File: src/rtl/laser_pkg.sv
// Shared types and constants for the laser fire sequencer.
// Holds the FSM state encoding, the SPI frame bit positions used by the
// command and status paths, and a small helper for sizing counters.
package laser_pkg;

    typedef enum logic [1:0] {
        ST_IDLE = 2'd0,
        ST_ARM  = 2'd1,
        ST_FIRE = 2'd2,
        ST_COOL = 2'd3
    } fire_state_e;

    // Position of the fire request in mosi_etc.
    localparam int MOSI_FIRE_FLAG_BIT = 13;
    // Position of laser_fire_complete in miso_etc.
    localparam int MISO_FIRE_DONE_BIT = 10;

    // Larger of two integers, used to size a counter shared by two phases.
    function automatic int max_i(input int a, input int b);
        return (a > b) ? a : b;
    endfunction

endpackage

File: src/rtl/bit_sync.sv
// Two-flop synchronizer for a single-bit level signal.
// Both flops clear on the asynchronous active-low reset so the synchronized
// output reads 0 until two clock edges after reset is released.
module bit_sync (
    input  logic clk,
    input  logic rst_n,
    input  logic d_i,
    output logic q_o
);

    logic meta_q;
    logic sync_q;

    // Shift the input through two flops to settle metastability.
    always_ff @(posedge clk or negedge rst_n) begin
        if (!rst_n) begin
            meta_q <= 1'b0;
            sync_q <= 1'b0;
        end else begin
            meta_q <= d_i;
            sync_q <= meta_q;
        end
    end

    assign q_o = sync_q;

endmodule

File: src/rtl/laser_fire_sequencer.sv
// Laser fire sequencer: turns a rising SPI fire flag into one laser shot.
// IDLE -> ARM (wait for a sustained lock) -> FIRE (fixed dwell) -> COOL
// (fixed cooldown) -> IDLE. Lock status comes in through two synchronizers.
// Optional build macro FIRE_ABORT_EN: when defined, losing lock during FIRE
// cuts the laser at once, goes to a full COOL and flags abort; when not
// defined, FIRE always runs its full dwell.
module laser_fire_sequencer
    import laser_pkg::*;
#(
    parameter int ARM_CYCLES  = 250_000,
    parameter int ARM_TIMEOUT = 100_000_000,
    parameter int FIRE_CYCLES = 10_000_000,
    parameter int COOL_CYCLES = 50_000_000
) (
    input  logic       clk,
    input  logic       reset,
    input  logic       mosi_valid,
    input  logic       fire_flag,
    input  logic       is_locked,
    input  logic       center_hit,
    output logic       laser_on,
    output logic       fire_complete,
    output logic       abort,
    output logic       busy,
    output logic [1:0] state,
    output logic [7:0] shot_count
);

    // Zero-length phases have no meaning; refuse to elaborate them.
    if (ARM_CYCLES < 1) begin : g_bad_arm
        $error("ARM_CYCLES must be at least 1");
    end
    if (ARM_TIMEOUT < 1) begin : g_bad_tmo
        $error("ARM_TIMEOUT must be at least 1");
    end
    if (FIRE_CYCLES < 1) begin : g_bad_fire
        $error("FIRE_CYCLES must be at least 1");
    end
    if (COOL_CYCLES < 1) begin : g_bad_cool
        $error("COOL_CYCLES must be at least 1");
    end

    // Each counter is wide enough to hold its terminal value plus one, so
    // the increment on the final cycle of a phase can never wrap.
    localparam int ARM_W   = $clog2(ARM_CYCLES + 1);
    localparam int TO_W    = $clog2(ARM_TIMEOUT + 1);
    localparam int DWELL_W = $clog2(max_i(FIRE_CYCLES, COOL_CYCLES) + 1);

    localparam logic [ARM_W-1:0]   ARM_LAST  = ARM_W'(ARM_CYCLES - 1);
    localparam logic [TO_W-1:0]    TO_LAST   = TO_W'(ARM_TIMEOUT - 1);
    localparam logic [DWELL_W-1:0] FIRE_LAST = DWELL_W'(FIRE_CYCLES - 1);
    localparam logic [DWELL_W-1:0] COOL_LAST = DWELL_W'(COOL_CYCLES - 1);

    fire_state_e        state_q, state_d;
    logic [ARM_W-1:0]   arm_cnt_q, arm_cnt_d;
    logic [TO_W-1:0]    to_cnt_q, to_cnt_d;
    // FIRE and COOL never overlap, so one counter times both dwells.
    logic [DWELL_W-1:0] dwell_cnt_q, dwell_cnt_d;
    logic               flag_prev_q, flag_prev_d;
    logic               laser_on_q, laser_on_d;
    logic               fire_complete_q, fire_complete_d;
    logic               abort_q, abort_d;
    logic [7:0]         shot_count_q, shot_count_d;

    logic lock_s;
    logic hit_s;
    logic ok;
    logic cmd;
    logic arm_done;
    logic arm_tmo;
    logic fire_done;
    logic cool_done;

    bit_sync u_lock_sync (
        .clk   (clk),
        .rst_n (reset),
        .d_i   (is_locked),
        .q_o   (lock_s)
    );

    bit_sync u_hit_sync (
        .clk   (clk),
        .rst_n (reset),
        .d_i   (center_hit),
        .q_o   (hit_s)
    );

    // Target is usable only when both lock and center hit agree.
    assign ok  = lock_s & hit_s;
    // A command is a rising fire flag between consecutive valid frames.
    assign cmd = mosi_valid & fire_flag & ~flag_prev_q;

    assign arm_done  = ok && (arm_cnt_q == ARM_LAST);
    assign arm_tmo   = (to_cnt_q == TO_LAST);
    assign fire_done = (dwell_cnt_q == FIRE_LAST);
    assign cool_done = (dwell_cnt_q == COOL_LAST);

    // State and datapath registers; reset drops the laser immediately.
    always_ff @(posedge clk or negedge reset) begin
        if (!reset) begin
            state_q         <= ST_IDLE;
            arm_cnt_q       <= '0;
            to_cnt_q        <= '0;
            dwell_cnt_q     <= '0;
            flag_prev_q     <= 1'b0;
            laser_on_q      <= 1'b0;
            fire_complete_q <= 1'b0;
            abort_q         <= 1'b0;
            shot_count_q    <= '0;
        end else begin
            state_q         <= state_d;
            arm_cnt_q       <= arm_cnt_d;
            to_cnt_q        <= to_cnt_d;
            dwell_cnt_q     <= dwell_cnt_d;
            flag_prev_q     <= flag_prev_d;
            laser_on_q      <= laser_on_d;
            fire_complete_q <= fire_complete_d;
            abort_q         <= abort_d;
            shot_count_q    <= shot_count_d;
        end
    end

    // Next-state selection; arming wins over a simultaneous timeout.
    always_comb begin
        state_d = state_q;
        unique case (state_q)
            ST_IDLE: begin
                if (cmd) begin
                    state_d = ST_ARM;
                end
            end
            ST_ARM: begin
                if (arm_done) begin
                    state_d = ST_FIRE;
                end else if (arm_tmo) begin
                    state_d = ST_IDLE;
                end
            end
            ST_FIRE: begin
`ifdef FIRE_ABORT_EN
                if (!ok || fire_done) begin
                    state_d = ST_COOL;
                end
`else
                if (fire_done) begin
                    state_d = ST_COOL;
                end
`endif
            end
            ST_COOL: begin
                if (cool_done) begin
                    state_d = ST_IDLE;
                end
            end
            default: state_d = ST_IDLE;
        endcase
    end

    // Counter and registered-output updates that accompany each state.
    always_comb begin
        arm_cnt_d       = arm_cnt_q;
        to_cnt_d        = to_cnt_q;
        dwell_cnt_d     = dwell_cnt_q;
        laser_on_d      = laser_on_q;
        fire_complete_d = fire_complete_q;
        abort_d         = abort_q;
        shot_count_d    = shot_count_q;
        // Edge history follows every frame, whatever the state, so a held
        // flag never produces a second command.
        flag_prev_d     = mosi_valid ? fire_flag : flag_prev_q;

        unique case (state_q)
            ST_IDLE: begin
                arm_cnt_d   = '0;
                to_cnt_d    = '0;
                dwell_cnt_d = '0;
                if (cmd) begin
                    fire_complete_d = 1'b0;
                    abort_d         = 1'b0;
                end
            end
            ST_ARM: begin
                to_cnt_d  = to_cnt_q + TO_W'(1);
                arm_cnt_d = ok ? (arm_cnt_q + ARM_W'(1)) : '0;
                if (arm_done) begin
                    laser_on_d   = 1'b1;
                    shot_count_d = shot_count_q + 8'd1;
                    dwell_cnt_d  = '0;
                end else if (arm_tmo) begin
                    abort_d = 1'b1;
                end
            end
            ST_FIRE: begin
                dwell_cnt_d = dwell_cnt_q + DWELL_W'(1);
`ifdef FIRE_ABORT_EN
                if (!ok) begin
                    laser_on_d  = 1'b0;
                    abort_d     = 1'b1;
                    dwell_cnt_d = '0;
                end else if (fire_done) begin
                    laser_on_d      = 1'b0;
                    fire_complete_d = 1'b1;
                    dwell_cnt_d     = '0;
                end
`else
                if (fire_done) begin
                    laser_on_d      = 1'b0;
                    fire_complete_d = 1'b1;
                    dwell_cnt_d     = '0;
                end
`endif
            end
            ST_COOL: begin
                dwell_cnt_d = dwell_cnt_q + DWELL_W'(1);
                if (cool_done) begin
                    dwell_cnt_d = '0;
                end
            end
            default: begin
                laser_on_d = 1'b0;
            end
        endcase
    end

    // Port drive from the registered state.
    always_comb begin
        laser_on      = laser_on_q;
        fire_complete = fire_complete_q;
        abort         = abort_q;
        busy          = (state_q != ST_IDLE);
        state         = state_q;
        shot_count    = shot_count_q;
    end

endmodule

File: config.mk
export PLATFORM = sky130hd
export DESIGN_NAME = laser_fire_sequencer
export DESIGN_NICKNAME = d
export VERILOG_FILES = /design/src/rtl/laser_pkg.sv /design/src/rtl/bit_sync.sv /design/src/rtl/laser_fire_sequencer.sv
export SDC_FILE = /design/constraint.sdc
export NUM_CORES = 1
export LEC_CHECK = 0
export BUFFER_PORTS_ARGS = -buffer_cell sky130_fd_sc_hd__buf_2
export CAP_MARGIN = 20
export CORE_MARGIN = 8
export CORE_UTILIZATION = 55
export CTS_CLUSTER_DIAMETER = 30
export DETAILED_ROUTE_END_ITERATION = 10
export GPL_ROUTABILITY_DRIVEN = 0
export HOLD_SLACK_MARGIN = 0.05
export PLACE_DENSITY = 0.75
export SYNTH_ARGS = -nofsm -noshare
export SYNTH_HDL_FRONTEND = slang
export SYNTH_HIERARCHICAL = 1
export SYNTH_SLANG_ARGS = --single-unit
File: constraint.sdc
create_clock -name clk -period 2 [get_ports clk]
set_input_delay 0.1 -clock clk [delete_from_list [all_inputs] [get_ports clk]]
set_output_delay 0.1 -clock clk [all_outputs]
set_load 0.01 [all_outputs]
Word level (Yosys, flattened, before mapping)
Index checks and enable logic that the tools add are counted.

Output and inout bits: 14. Register bits: 89. Bits of input ports: 6.

Eq/ne operators: 14. Add/sub/neg operators: 4. Mux-type cells: 22. Bitwise gates (word level): 4. Reductions and logical operators: 11.

Operator list (number): 26-bit one-hot mux with 4 select lines (1); 26-bit 2-to-1 mux (3); 27-bit one-hot mux with 2 select lines (1); 18-bit one-hot mux with 2 select lines (1); 27-bit by 1-bit adder with 27-bit output, second input constant (1); 27-bit == test, second input constant (1); 26-bit by 1-bit adder with 26-bit output, second input constant (1); 26-bit by 24-bit == test with 1-bit output, second input constant (1); 26-bit == test, second input constant (1); 18-bit by 1-bit adder with 18-bit output, second input constant (1); 18-bit == test, second input constant (1); 18-bit 2-to-1 mux (1); 2-bit inequality test, second input constant (6); 2-bit 2-to-1 mux (5); 8-bit by 1-bit adder with 8-bit output, second input constant (1); 2-bit one-hot mux with 4 select lines (1); 4-bit AND reduction (2); 2-bit nonzero test (4); 1-bit 2-to-1 mux (6); 1-bit one-hot mux with 2 select lines (3); 3-bit AND reduction (2); 2-bit == test, second input constant (2); 1-bit bitwise AND (3); 3-bit inequality test, second input constant (1); other kinds (5) (5).

Depth between registers and ports, before layout
Gate-level depths: netlist (run 1).

Word-level depth: 4. Depth in mapped cells: 9. Gate-level depth less buffers: 7.

Hierarchy
Netlist (run 1), hierarchy kept.

By module, submodules not included: laser_fire_sequencer (times used 1, cells each 487, seq. area each 2127.0 µm², area an instance 4426.7 µm²); bit_sync (times used 2, cells each 2, seq. area each 50.0 µm², area an instance 50.0 µm²).

Worst setup path after synthesis (run 1)
No wires, ideal clock.

Path type: flip-flop to flip-flop. Start: register dwell_cnt_q[16]. End: register dwell_cnt_q[1]. Period minus slack after synthesis: 2214 ps. Required time: 1879 ps. Data arrival time: 2093 ps. Cell stages (with the launch flop): 9. Library setup time: 121 ps. Path buffers: 3. Path slack: -214 ps. Cells stage by stage: dfrtp_1 -> buf_6 -> or4_1 -> or4_4 -> a21oi_2 -> nor2_1 -> buf_6 -> buf_6 -> a22o_1.

Cells in the longest elaborated chain, start to end: 3.

Ends and longest elaborated chain: from (decl) (line laser_fire_sequencer.sv:58) `logic [DWELL_W-1:0] dwell_cnt_q, dwell_cnt_d;`; from (signal assigned) (line laser_fire_sequencer.sv:114) `dwell_cnt_q <= dwell_cnt_d;`; 26-bit == test / 26-bit by 24-bit == test with 1-bit output (equally long branches) (line laser_fire_sequencer.sv:96, laser_fire_sequencer.sv:95); 26-bit 2-to-1 mux (on tied branches) (line laser_fire_sequencer.sv:215, laser_fire_sequencer.sv:206); 26-bit one-hot mux with 4 select lines (*) (line laser_fire_sequencer.sv:172) `unique case (state_q)`.

Every way passes the cells marked *; elsewhere a longest branch is shown, timed or not. A chain may end at the register's enable or synchronous reset.

Final worst setup path (run 1)
Start: register dwell_cnt_q[7]. End: register dwell_cnt_q[25].

Cells in the longest elaborated chain, start to end: 3.

Ends and longest elaborated chain (line): 26-bit by 1-bit adder with 26-bit output, or another cell as far along (laser_fire_sequencer.sv:194, laser_fire_sequencer.sv:214); 26-bit 2-to-1 mux (on tied branches) (laser_fire_sequencer.sv:215, laser_fire_sequencer.sv:206); 26-bit one-hot mux with 4 select lines (*) (laser_fire_sequencer.sv:172).

Marks and branches as above.

==> results_dict.tcl, run 1 <==
set metrics [dict create \
    synth_top_family_by_area "simple AND/OR/NAND/NOR gates" \
    hold_viol_final 0 \
    status "finished with violations" \
    wl_per_cell_um 16.5 \
    synth.distinct_cells 48 \
    crit_fanout 7 \
    cts_max_level 3 \
    drc_errors 0 \
    period_needed_ns 2.25 \
    gr-usage-all-layers_pct 19.7 \
    synth_fa_ha_area_share_pct 1.11 \
    ys_warn_count 6 \
    cts.path.max_buffers 2 \
    synthMuxAreaShare_pct 0.470 \
    synth_commonest_cells "89 x dfrtp_1, 56 x nand2_1, 41 x nor2_1" \
    post-dp-hpwl_um 7460 \
    pre_cts_ws_ns -0.218 \
    start_kind "flop" \
    vias 4042 \
    rsz0062_at_grt "true" \
    yosys.area_share.simple_pct 25.0 \
    syn-num-nets 501 \
    layoutNonFillerInstCount 675 \
    numPortBuffers 19 \
    num_antenna_cells 0 \
    slowest_stage "or4_1" \
    cp_cell_sequence "or4_1, or4_4, a21oi_4, nand2b_4, nor3_2, a211o_1" \
    power_frac_comb_pct 4.4 \
    violations "negative setup slack" \
    setup_ws_ns -0.246 \
    num_io_pins 20 \
    relSlewSlack_pct 62.8 \
    async_reset_ff_share_pct 100 \
    p_seq_share_pct 58.1 \
    chipHeight_um 107 \
    ant_nets 0 \
    p_leak_nw 2.50 \
    syn_to_final_growth_pct 24.1 \
    ys_top_cells_by_area "dfrtp_1 49%, nand2_1 4.6%, xor2_1 4.4%" \
    numCtsBuffers 9 \
    multiInputGateArea_um2 2340 \
    synth-compound-area-share_pct 15.0 \
    drive_gt1_share_pct 23.2 \
    stdcell_area_um2 5620 \
    start_util_pct 55.9 \
    required_ns 2.25 \
    cap_violations 0 \
    ys_ff_latch 89 \
    grt_max_degree 44 \
    viasPerCell 5.99 \
    yosys_most_used_dff "dfrtp_1" \
    worstSkewPairLatency_ns 0.37 \
    synthCells 491 \
    worst_pin_slew_ns 0.558 \
    root_buffer "clkbuf_8" \
    cp_data_arrival_time_ns 2.50 \
    seqCellArea_um2 2230 \
    ir_drop_mv 0.592 \
    clock_skew_ns 0.0140 \
    power.density_nw_per_um2 556 \
    final_nets 575 \
    hp-class "in -> reg" \
    grt_pass1_vias 3838 \
    p_int_w 0.00234 \
    fp.coreArea_um2 8090 \
    finalCritPeriodShare_pct 112 \
    dieArea_um2 11400 \
    die_width_um 107 \
    seq_area_frac_synth_pct 49.2 \
    antenna_found_initial 0 \
    place_area_um2 5100 \
    drt-pass1-iter-count 5 \
    yosysMostFrequentCell "dfrtp_1" \
    synth_top_area_cell "dfrtp_1" \
    yosysTopAreaCellShare_pct 49.2 \
    p_sw_w 0.000776 \
    grt_pass1_wl_um 18500 \
    synth-xor-area-share_pct 5.80 \
    num_rows 33 \
    p_clk_share_pct 37.5 \
    clkTransAtPathRegs_ns 0.09 \
    cts_sinks 89 \
    cts_tree "yes" \
    overflow 0 \
    setup-violations-final 28 \
    swShare_pct 24.9 \
    synth_edf_count 0 \
    dp.cells 644 \
    totalWireLength_um 11100 \
    cp-end-kind "flop" \
    fmax_mhz 445 \
    netlist_area_um2 4530 \
    drt_iter0_markers 188 \
    timing.final.max_slew_violations 0 \
    critical_path_class "reg -> reg" \
    syn_area_per_cell_um2 9.22 \
    crit_path_max_incr_delay_ns 0.52 \
    fillerInstances 603 \
]
[what timing repair did]
item / in CTS / in global routing
resized for setup: 13 / 31
hold buffers: 5 / 0
setup buffers: 4 / 5
gates cloned: 0 / 1
pin swaps: 0 / 11
endpoints found under the setup margin: 27 / 37
hold endpoints to repair: 44 / 0
[layout by cell type, fill, tap and decap left out, types with 6 or more instances in the layout]
cell type,instances
dfrtp_1,89
nand2_1,55
buf_4,50
nor2_1,38
nand3_1,35
o21ai_0,31
xor2_1,23
a31oi_1,20
buf_2,18
nand4_1,16
a21oi_1,15
and3_1,14
inv_1,13
nor3_1,10
clkbuf_8,10
or3_1,7
xnor2_1,7
a21oi_2,7
and2_1,6
a21o_1,6
a22o_1,6
and4_1,6
buf_6,6
[through the flow]
stage	power, W	setup TNS (ns)	util (%)	hold slack [ns]
after global routing	0.00322	-6.42	69.4	0.219
after global placement	0.00197	-2.90	63.0	0.129
after CTS	0.00313	-3.60	67.1	0.191
after floorplan	0.00190	-3.66	-	-0.196
final	0.00312	-5.03	69.4	0.205
after detailed placement	0.00198	-3.70	63.0	0.132
[final timing paths]
path	slack (ns)	from	depth (start not counted)	to
max	-0.25	dwell_cnt_q[7]$_DFFE_PN0P_	6	dwell_cnt_q[25]$_DFFE_PN0P_
min	0.20	fire_flag	5	fire_complete$_DFFE_PN0P_
min in group asynchronous	0.25	reset	2	to_cnt_q[5]$_DFFE_PN0P_
min reg2reg	0.36	u_lock_sync/meta_q$_DFF_PN0_	0	u_lock_sync/q_o$_DFF_PN0_
max reg2reg	-0.25	dwell_cnt_q[7]$_DFFE_PN0P_	6	dwell_cnt_q[25]$_DFFE_PN0P_
max in group asynchronous	1.13	reset	3	dwell_cnt_q[7]$_DFFE_PN0P_
[registers in the layout (all words and copies together), names as in the netlist, named ones only]
signal,cells
arm_cnt_q,18
u_hit_sync/q_o,1
abort,1
u_lock_sync/meta_q,1
to_cnt_q,27
dwell_cnt_q,26
laser_on,1
state,1
shot_count,8
u_lock_sync/q_o,1
flag_prev_q,1
u_hit_sync/meta_q,1
fire_complete,1
[layout make-up]
class                           instances  area share (%)
Timing Repair Buffer                   84            12.2
Clock inverter                          5           0.690
Sequential cell                        89            39.6
Clock buffer                           11            2.52
Tap cell                              105            2.34
Multi-Input combinational cell        368            41.7
Inverter                               13           0.869
[routing by layer]
layer	global-route usage [%]	part of all wire [%]
met5	0	0
met4	8.64	2.4
met3	2.70	3.8
met2	32.1	49
met1	25.7	45
[worst max-delay path, delay by kind of cell (launching register included)]
family	cells	cell delay [ns]
AO/OA/AOI/OAI	2	0.44
flip-flops	1	0.40
AND/OR/NAND/NOR	4	1.29
[power groups by stage]
stage | Combinational (W) | Sequential [W] | Clock (W)
after detailed placement | 0.000125 | 0.00185 | 0
after global placement | 0.000123 | 0.00185 | 0
after CTS | 0.000135 | 0.00181 | 0.00118
after global routing | 0.000154 | 0.00182 | 0.00125
final | 0.000136 | 0.00181 | 0.00117
after floorplan | 0.0000465 | 0.00185 | 0
[cells by family (layout without fill, tap and decap cells)]
| group | Yosys count | count (layout) |
|---|---|---|
| xor+xnor | 30 | 30 |
| buf+inv | 34 | 113 |
| mux | 2 | 2 |
| fa+ha+maj | 4 | 4 |
| compound gates | 111 | 111 |
| flops | 89 | 89 |
| simple gates | 221 | 221 |
No activity file was read; power rests on OpenSTA's default activity.
==> run 2, diff against run 1 <==
PLACE_DENSITY = 0.79   (was 0.75)
SKIP_LAST_GASP = 1   (was not set)
==> results_dict.tcl, run 2 (same netlist as run 1, synthesis figures left out) <==
set metrics [dict create \
    relSlewSlack_pct 67.2 \
    fillerInstances 651 \
    clock_skew_ns 0.0113 \
    multiInputGateArea_um2 2250 \
    status "finished with violations" \
    violations "negative setup slack" \
    crit_start "dwell_cnt_q[7]$_DFFE_PN0P_" \
    cap_violations 0 \
    hold_ws_ns 0.214 \
    final_nets 571 \
    start_util_pct 55.9 \
    cts_sinks 89 \
    power.density_nw_per_um2 575 \
    fin_util_pct 67.4 \
    root_buffer "clkbuf_8" \
    pre_cts_ws_ns -0.238 \
    finalCritPeriodShare_pct 115 \
    grtUsageMet2_pct 30.8 \
    drc_errors 0 \
    worstSkewPairLatency_ns 0.36 \
    chipHeight_um 107 \
    final_common_cell "dfrtp_1" \
    top_usage_layer "met2" \
    r2r_cells 6 \
    drive_gt1_share_pct 20.3 \
    critical_path.top_delay_family "simple AND/OR/NAND/NOR gates" \
    dieArea_um2 11400 \
    gr-usage-all-layers_pct 19.0 \
    path_buf_inv 0 \
    use_met1_pct 25.0 \
    vias 3988 \
    cp_cell_sequence "or4_1, or4_4, a21oi_4, nand2b_4, nor3_2, a211o_1" \
    required_ns 2.24 \
    numPortBuffers 19 \
    rr_endpoint "dwell_cnt_q[25]$_DFFE_PN0P_" \
    cp_data_arrival_time_ns 2.55 \
    grt_pass1_wl_um 17800 \
    cts_max_level 3 \
    antenna_found_initial 0 \
    crit_end "dwell_cnt_q[25]$_DFFE_PN0P_" \
    totalWireLength_um 10700 \
    grt_use_met3_pct 3.66 \
    worst_pin_slew_ns 0.485 \
    start_kind "flop" \
    cts.path.max_buffers 2 \
    seqCellArea_um2 2230 \
    crit_fanout 6 \
    crit_path_max_incr_delay_ns 0.53 \
    rsz0062_at_grt "true" \
    drt_iter0_markers 232 \
    layoutNonFillerInstCount 671 \
    drt-pass1-iter-count 5 \
    grt_max_degree 60 \
    crit_cells 6 \
    top_regs "to_cnt_q: 27 flops, dwell_cnt_q: 26 flops, arm_cnt_q: 18 flops" \
    num_io_pins 20 \
    die_width_um 107 \
    setup-violations-final 26 \
    place_area_um2 5080 \
    overflow 0 \
    fmax_mhz 433 \
    cp-end-kind "flop" \
    setup_ws_ns -0.307 \
    r2r-start "dwell_cnt_q[7]$_DFFE_PN0P_" \
    ant_nets 0 \
    largest_reg_flops 27 \
    clkTransAtPathRegs_ns 0.10 \
    num_antenna_cells 0 \
    hp-class "in -> reg" \
    ir_drop_mv 0.424 \
    fp.coreArea_um2 8090 \
    slowest_stage "or4_1" \
    hold_viol_final 0 \
    dp.cells 645 \
    regMostFlops "to_cnt_q" \
    numCtsBuffers 9 \
    syn_to_final_growth_pct 20.5 \
    post-dp-hpwl_um 7180 \
    cts_tree "yes" \
    p_leak_nw 2.43 \
    stdcell_area_um2 5460 \
    viasPerCell 5.94 \
    timing.final.max_slew_violations 0 \
    critical_path_class "reg -> reg" \
    wl_per_cell_um 15.9 \
    grt_pass1_vias 3772 \
    num_rows 33 \
    period_needed_ns 2.31 \
    layout_common_cells "89 x dfrtp_1, 55 x nand2_1, 53 x buf_4" \
    reg2reg_slack_ns -0.31 \
]
==> run 2: changes by cell type in the layout (fill, tap and decap cells not counted), sizes merged <==
| cell | previous run | this run |
|---|---|---|
| clkinvlp | 1 | 0 |
| buf | 78 | 74 |
| inv | 14 | 15 |
==> run 2: timing repair <==
action                                  4_1_cts  5_1_grt
endpoints found under the setup margin       28       35
hold buffers                                  5        0
gates cloned                                  0        1
pin swaps                                     2        7
endpoints found under the hold margin        33        0
setup buffers                                 1        4
resized for setup                             6       13
==> run 2: how the worst min path moves through the flow <==
stage,from,endpoint,slack [ns],cells after the start
5_1_grt,reset,dwell_cnt_q[19]$_DFFE_PN0P_,0.26,2
6_report,fire_flag,abort$_DFFE_PN0P_,0.21,6
2_1_floorplan,reset,asynchronous set/reset pin,-0.20,0
3_5_place_dp,reset,to_cnt_q[18]$_DFFE_PN0P_,0.07,1
4_1_cts,fire_flag,abort$_DFFE_PN0P_,0.21,6
3_3_place_gp,reset,to_cnt_q[19]$_DFFE_PN0P_,0.07,1
==> run 2: through the flow <==
step                      TNS (ns)  power [W]
after floorplan              -3.66    0.00190
after global placement       -2.86    0.00197
after detailed placement     -4.15    0.00198
after CTS                    -4.73    0.00316
after global routing         -7.72    0.00325
final                        -6.53    0.00314
==> run 2: layer usage <==
| metal | up-vias | wire, µm |
|---|---|---|
| li1 | 1920 | - |
| met1 | 1955 | 4800 |
| met2 | 96 | 5260 |
| met3 | 17 | 487 |
| met4 | 0 | 148 |
| met5 | - | 0 |
==> run 2: area by class of cell <==
cell class	instances	area share, %
clock inverters	5	0.665
flip-flops and latches	89	40.8
clock buffers	11	2.77
well taps	105	2.41
repair buffers	80	11.3
inverters	13	0.894
multi-input cells	368	41.2
==> run 2: worst reg2reg max path, cell delays in order, from the launching register on <==
cell and delay, ns:
dfrtp_1 0.42, or4_1 0.53, or4_4 0.52, a21oi_4 0.19, nand2b_4 0.22, nor3_2 0.05
a211o_1 0.27
==> run 2: where the power goes <==
group	internal [W]	total, W	switching [W]
clock network	0.000527	0.00119	0.000660
logic	0.0000449	0.000137	0.0000917
registers	0.00181	0.00181	0.00000625
